<file path="config.mk">
export PLATFORM = sky130hd
export DESIGN_NAME = seq_detect_param
export DESIGN_NICKNAME = d
export VERILOG_FILES = /design/src/rtl/seq_detect_param.sv
export SDC_FILE = /design/constraint.sdc
export NUM_CORES = 1
export LEC_CHECK = 0
export BUFFER_PORTS_ARGS = -buffer_cell sky130_fd_sc_hd__buf_4
export CELL_PAD_IN_SITES_DETAIL_PLACEMENT = 1
export CELL_PAD_IN_SITES_GLOBAL_PLACEMENT = 2
export CORE_ASPECT_RATIO = 0.6
export CORE_MARGIN = 3
export CORE_UTILIZATION = 26
export DETAILED_ROUTE_END_ITERATION = 10
export PLACE_DENSITY_LB_ADDON = 0.1
export SYNTH_ARGS = -nofsm -noshare
export SYNTH_HDL_FRONTEND = slang
export SYNTH_SLANG_ARGS = --single-unit
</file>
<file path="constraint.sdc">
create_clock -name clk -period 1.3 [get_ports clk]
set_input_delay 0.26 -clock clk [delete_from_list [all_inputs] [get_ports clk]]
set_output_delay 0.26 -clock clk [all_outputs]
set_load 0.03 [all_outputs]
</file>
<file path="src/rtl/seq_detect_param.sv">
// seq_detect_param
//   Serial bit-pattern detector with a runtime-programmable PAT_LEN-bit pattern,
//   a per-bit don't-care mask and selectable overlapping/non-overlapping matching
//   on a valid-qualified serial stream.
//
// Parameters
//   PAT_LEN      pattern length in bits (2..32)
//   CNT_W        match counter width
//
// Ports
//   clk          rising-edge clock
//   reset        asynchronous active-high reset
//   d            serial data bit
//   d_valid      d is sampled only when 1
//   cfg_load     1-cycle pulse: latch cfg_pattern / cfg_care / cfg_overlap
//   cfg_pattern  pattern, bit PAT_LEN-1 is the earliest received bit
//   cfg_care     1 = compare bit, 0 = don't-care (same bit order)
//   cfg_overlap  1 = overlapping matches allowed
//   match        registered 1-cycle pulse per detected pattern
//   match_count  saturating match count (tied to 0 without MATCH_COUNT_EN)
//   cnt_clr      synchronous clear of match_count
//
// Build option
//   MATCH_COUNT_EN  when defined, enables the saturating match counter.
module seq_detect_param #(
  parameter int unsigned PAT_LEN = 3,
  parameter int unsigned CNT_W   = 16
) (
  input  logic               clk,
  input  logic               reset,
  input  logic               d,
  input  logic               d_valid,
  input  logic               cfg_load,
  input  logic [PAT_LEN-1:0] cfg_pattern,
  input  logic [PAT_LEN-1:0] cfg_care,
  input  logic               cfg_overlap,
  output logic               match,
  output logic [CNT_W-1:0]   match_count,
  input  logic               cnt_clr
);

  localparam int unsigned FILL_W = $clog2(PAT_LEN + 1);

  logic [PAT_LEN-1:0] r_hist;
  logic [FILL_W-1:0]  r_fill;
  logic [PAT_LEN-1:0] r_pattern;
  logic [PAT_LEN-1:0] r_care;
  logic               r_overlap;
  logic               r_match;

  logic               w_accept;
  logic [PAT_LEN-1:0] w_hist_n;
  logic [FILL_W-1:0]  w_fill_inc;
  logic [FILL_W-1:0]  w_fill_n;
  logic               w_full_n;
  logic               w_hit;

  // A configuration load discards any bit offered in the same cycle.
  assign w_accept   = d_valid & ~cfg_load;
  assign w_hist_n   = {r_hist[PAT_LEN-2:0], d};
  assign w_fill_inc = (r_fill == FILL_W'(PAT_LEN)) ? r_fill : r_fill + FILL_W'(1);
  assign w_full_n   = (w_fill_inc == FILL_W'(PAT_LEN));

  // Fill gating keeps stale history (reset zeros, pre-load bits) from matching.
  assign w_hit = w_accept & w_full_n &
                 (((w_hist_n ^ r_pattern) & r_care) == '0);

  // Non-overlapping mode restarts the fill so the next match needs PAT_LEN new bits.
  assign w_fill_n = (w_hit & ~r_overlap) ? '0 : w_fill_inc;

  // Shift history, fill counter, configuration and match pulse.
  always_ff @(posedge clk or posedge reset) begin
    if (reset) begin
      r_hist    <= '0;
      r_fill    <= '0;
      r_pattern <= '0;
      r_care    <= '1;
      r_overlap <= 1'b1;
      r_match   <= 1'b0;
    end else if (cfg_load) begin
      r_pattern <= cfg_pattern;
      r_care    <= cfg_care;
      r_overlap <= cfg_overlap;
      r_fill    <= '0;
      r_match   <= 1'b0;
    end else if (w_accept) begin
      r_hist    <= w_hist_n;
      r_fill    <= w_fill_n;
      r_match   <= w_hit;
    end else begin
      r_match   <= 1'b0;
    end
  end

  assign match = r_match;

`ifdef MATCH_COUNT_EN
  logic [CNT_W-1:0] r_count;

  // Saturating match counter; clear takes priority over a same-cycle hit.
  always_ff @(posedge clk or posedge reset) begin
    if (reset) begin
      r_count <= '0;
    end else if (cnt_clr) begin
      r_count <= '0;
    end else if (w_hit && (r_count != {CNT_W{1'b1}})) begin
      r_count <= r_count + CNT_W'(1);
    end
  end

  assign match_count = r_count;
`else
  logic w_unused_cnt_clr;

  assign w_unused_cnt_clr = cnt_clr;
  assign match_count      = '0;
`endif

endmodule

</file>
==> impl_metrics.toml <==
[sta]
hold_viol = 0
fmax_ghz = 0.884
finalCritPeriodShare = 0.870
finClkSkew_ns = 0.00519
min_period_ns = 1.13
rsz0062_at_grt = "false"
slew_viol_final = 0
setup_violations = 0
fin_setup_tns_ns = 0

[job]
max-cap-violations = 0

[global_routing]
grt_use_total = 0.0784
grt_pass1_wl_mm = 1.77
antenna_found_initial = 0
grt_overflow = 0
grt_pass1_vias = 361
grt_max_degree = 13

[routing]
route.detailed.drc = 0
drt-pass1-iter-count = 2
drt_iter0_drc = 5
wl_per_cell_um = 10.8
drtAntennaViolNets = 0
avgViaCountPerCell = 3.69
vias = 362
wirelength_mm = 1.06

[critical_path]
r2r_start = "r_hist[0]"
crit_path_top_delay_cell = "dfrtp_1"
end_kind = "flip-flop"
cp_common_cell = "a211oi_1"
critPathKind = "flip-flop to flip-flop"
reg2reg_depth = 3
startpoint = "r_hist[0]"
crit_family = "compound AO/OA/AOI/OAI gates"
worstPathRequired_ns = 1.40
r2r_slack_ns = 0.17
path_cells = "xor2_1, a211oi_1, a211oi_1"
crit_arrival_ns = 1.23
crit_buf_inv = 0
cp_max_fo = 3
cp_slowest_stage_delay_ns = 0.40
worstSetupStartpointType = "flip-flop"
reg2reg_to = "r_fill[0]"

[hold_path]
worstHoldPathType = "input pin to asynchronous set/reset pin"

[synthesis]
ys_ff_latch = 12
yosysMostFrequentCell = "buf_4"
synthFlopType = "dfrtp_1"
ys_seq_area_frac = 0.477
syn_inst = 54
synth.area.top_cells = "dfrtp_1, buf_4, dfstp_2"
synthArstFlopShare = 1.00
yosys.area.top_type_share = 0.313
synth_common_cells = "buf_4, mux2_2, dfrtp_1"
synth_cell_types = 15
syn-mean-instance-area_um2 = 11.9
synth_area_um2 = 641
yosysWarnings = 0
synth.largest_area_cell = "dfrtp_1"
synth_edf_count = 0

[clocking]
cts_hold_buf = 0
cts_sinks = 12
postCtsResizedCells = 0
cts_tree = "built"
cts_buffer_depth = 2
cts_setup_buffers = 0
cts_buffers = 3
path_clk_slew_ns = 0.05
clkLatencyLatePin_ns = 0.24
cts-root-buf = "clkbuf_8"
htreeDepth = 1

[place]
dp_cells = 94
finalWeightedCongestion = 0.663
port_buffers = 12

[floorplanning]
num_io_pins = 30
fp.dieArea_um2 = 3120
core-area_um2 = 2240
die_w_um = 70.1
rows = 13
die_h_um = 44.5
initial_core_util = 0.285

[layout]
layout.cells.non_filler = 98
syn2layout_area_growth_pct = 15.8
antenna_cells = 0
nNetsFinal = 82
final_layout_size_suffix_gt1_frac = 0.426

[power_and_ir_drop]
ir_worst_vdd_mv = 0.494
power.leakage_nw = 0.345
powerDensity_nw_per_um2 = 1310

[status]
status = "completed"
-- cells by family (layout without fill, tap and decap cells) --
family / after synthesis / count (layout) / synth area share
buf+inv: 18 / 17 / 0.205
flops: 12 / 12 / 0.477
mux: 9 / 9 / 0.158
simple gates: 5 / 5 / 0.0508
other cells: 1 / 16 / 0.00585
compound gates: 6 / 6 / 0.0625
xor+xnor: 3 / 3 / 0.0410
-- cell usage in the layout, fill, tap and decap left out, drive strengths merged --
cell type | netlist | routed
dfrtp | 8 | 8
clkbuf | 0 | 4
a211oi | 3 | 3
buf | 17 | 12
dfstp | 4 | 4
inv | 1 | 1
a21oi | 1 | 1
nand3b | 1 | 1
o21ai | 1 | 1
xor2 | 3 | 3
mux2 | 9 | 9
nor2b | 1 | 1
and4 | 1 | 1
conb | 1 | 16
nand2 | 2 | 2
a22oi | 1 | 1
-- power by group --
part	switching, mW	internal (mW)	total, mW
Clock	0.128	0.215	0.343
Sequential	0.0265	0.423	0.450
Combinational	0.111	0.0710	0.182
Total	0.265	0.710	0.975
-- metrics by stage --
stage | total power [mW] | util | setup slack, ns | hold WS (ns) | area, um2
finish | 0.975 | 0.331 | 0.169 | 0.0348 | 742
detailed placement | 0.640 | 0.310 | 0.169 | 0.308 | 697
global placement | 0.640 | 0.310 | 0.144 | 0.316 | 697
floorplan | 0.628 | - | 0.251 | 0.122 | 697
CTS | 0.999 | 0.331 | 0.145 | 0.0533 | 742
global route | 1.03 | 0.331 | 0.0479 | 0.0865 | 742
-- routing by layer --
layer | global-route usage | share of wire | up-vias
met1 | 0.109 | 0.52 | 164
met4 | 0.0229 | 0 | 0
met3 | 0.0522 | 0.11 | 0
met2 | 0.0957 | 0.37 | 19
met5 | 0 | 0 | -
li1 | - | - | 179
-- registers in the layout, summed over array words and instances, names as in the netlist --
signal and flops:
r_pattern 3, r_overlap 1, r_hist 2, r_fill 2
match 1, r_care 3
-- worst max path at each step --
stage,end,slack (ns),cells past startpoint
2_1_floorplan,r_fill[0],0.25,3
3_3_place_gp,r_fill[0],0.14,3
3_5_place_dp,match,0.17,4
4_1_cts,r_fill[0],0.14,3
5_1_grt,r_fill[0],0.05,3
6_report,r_fill[0],0.17,3
-- cell type report --
type,instances,area (um2)
inverters,1,3.75
well taps,30,37.5
multi-input cells,39,260
fillers,254,1500
repair buffers,12,90.1
clock buffers,4,45.0
flip-flops and latches,12,305
(Power assumes the default switching activity.)
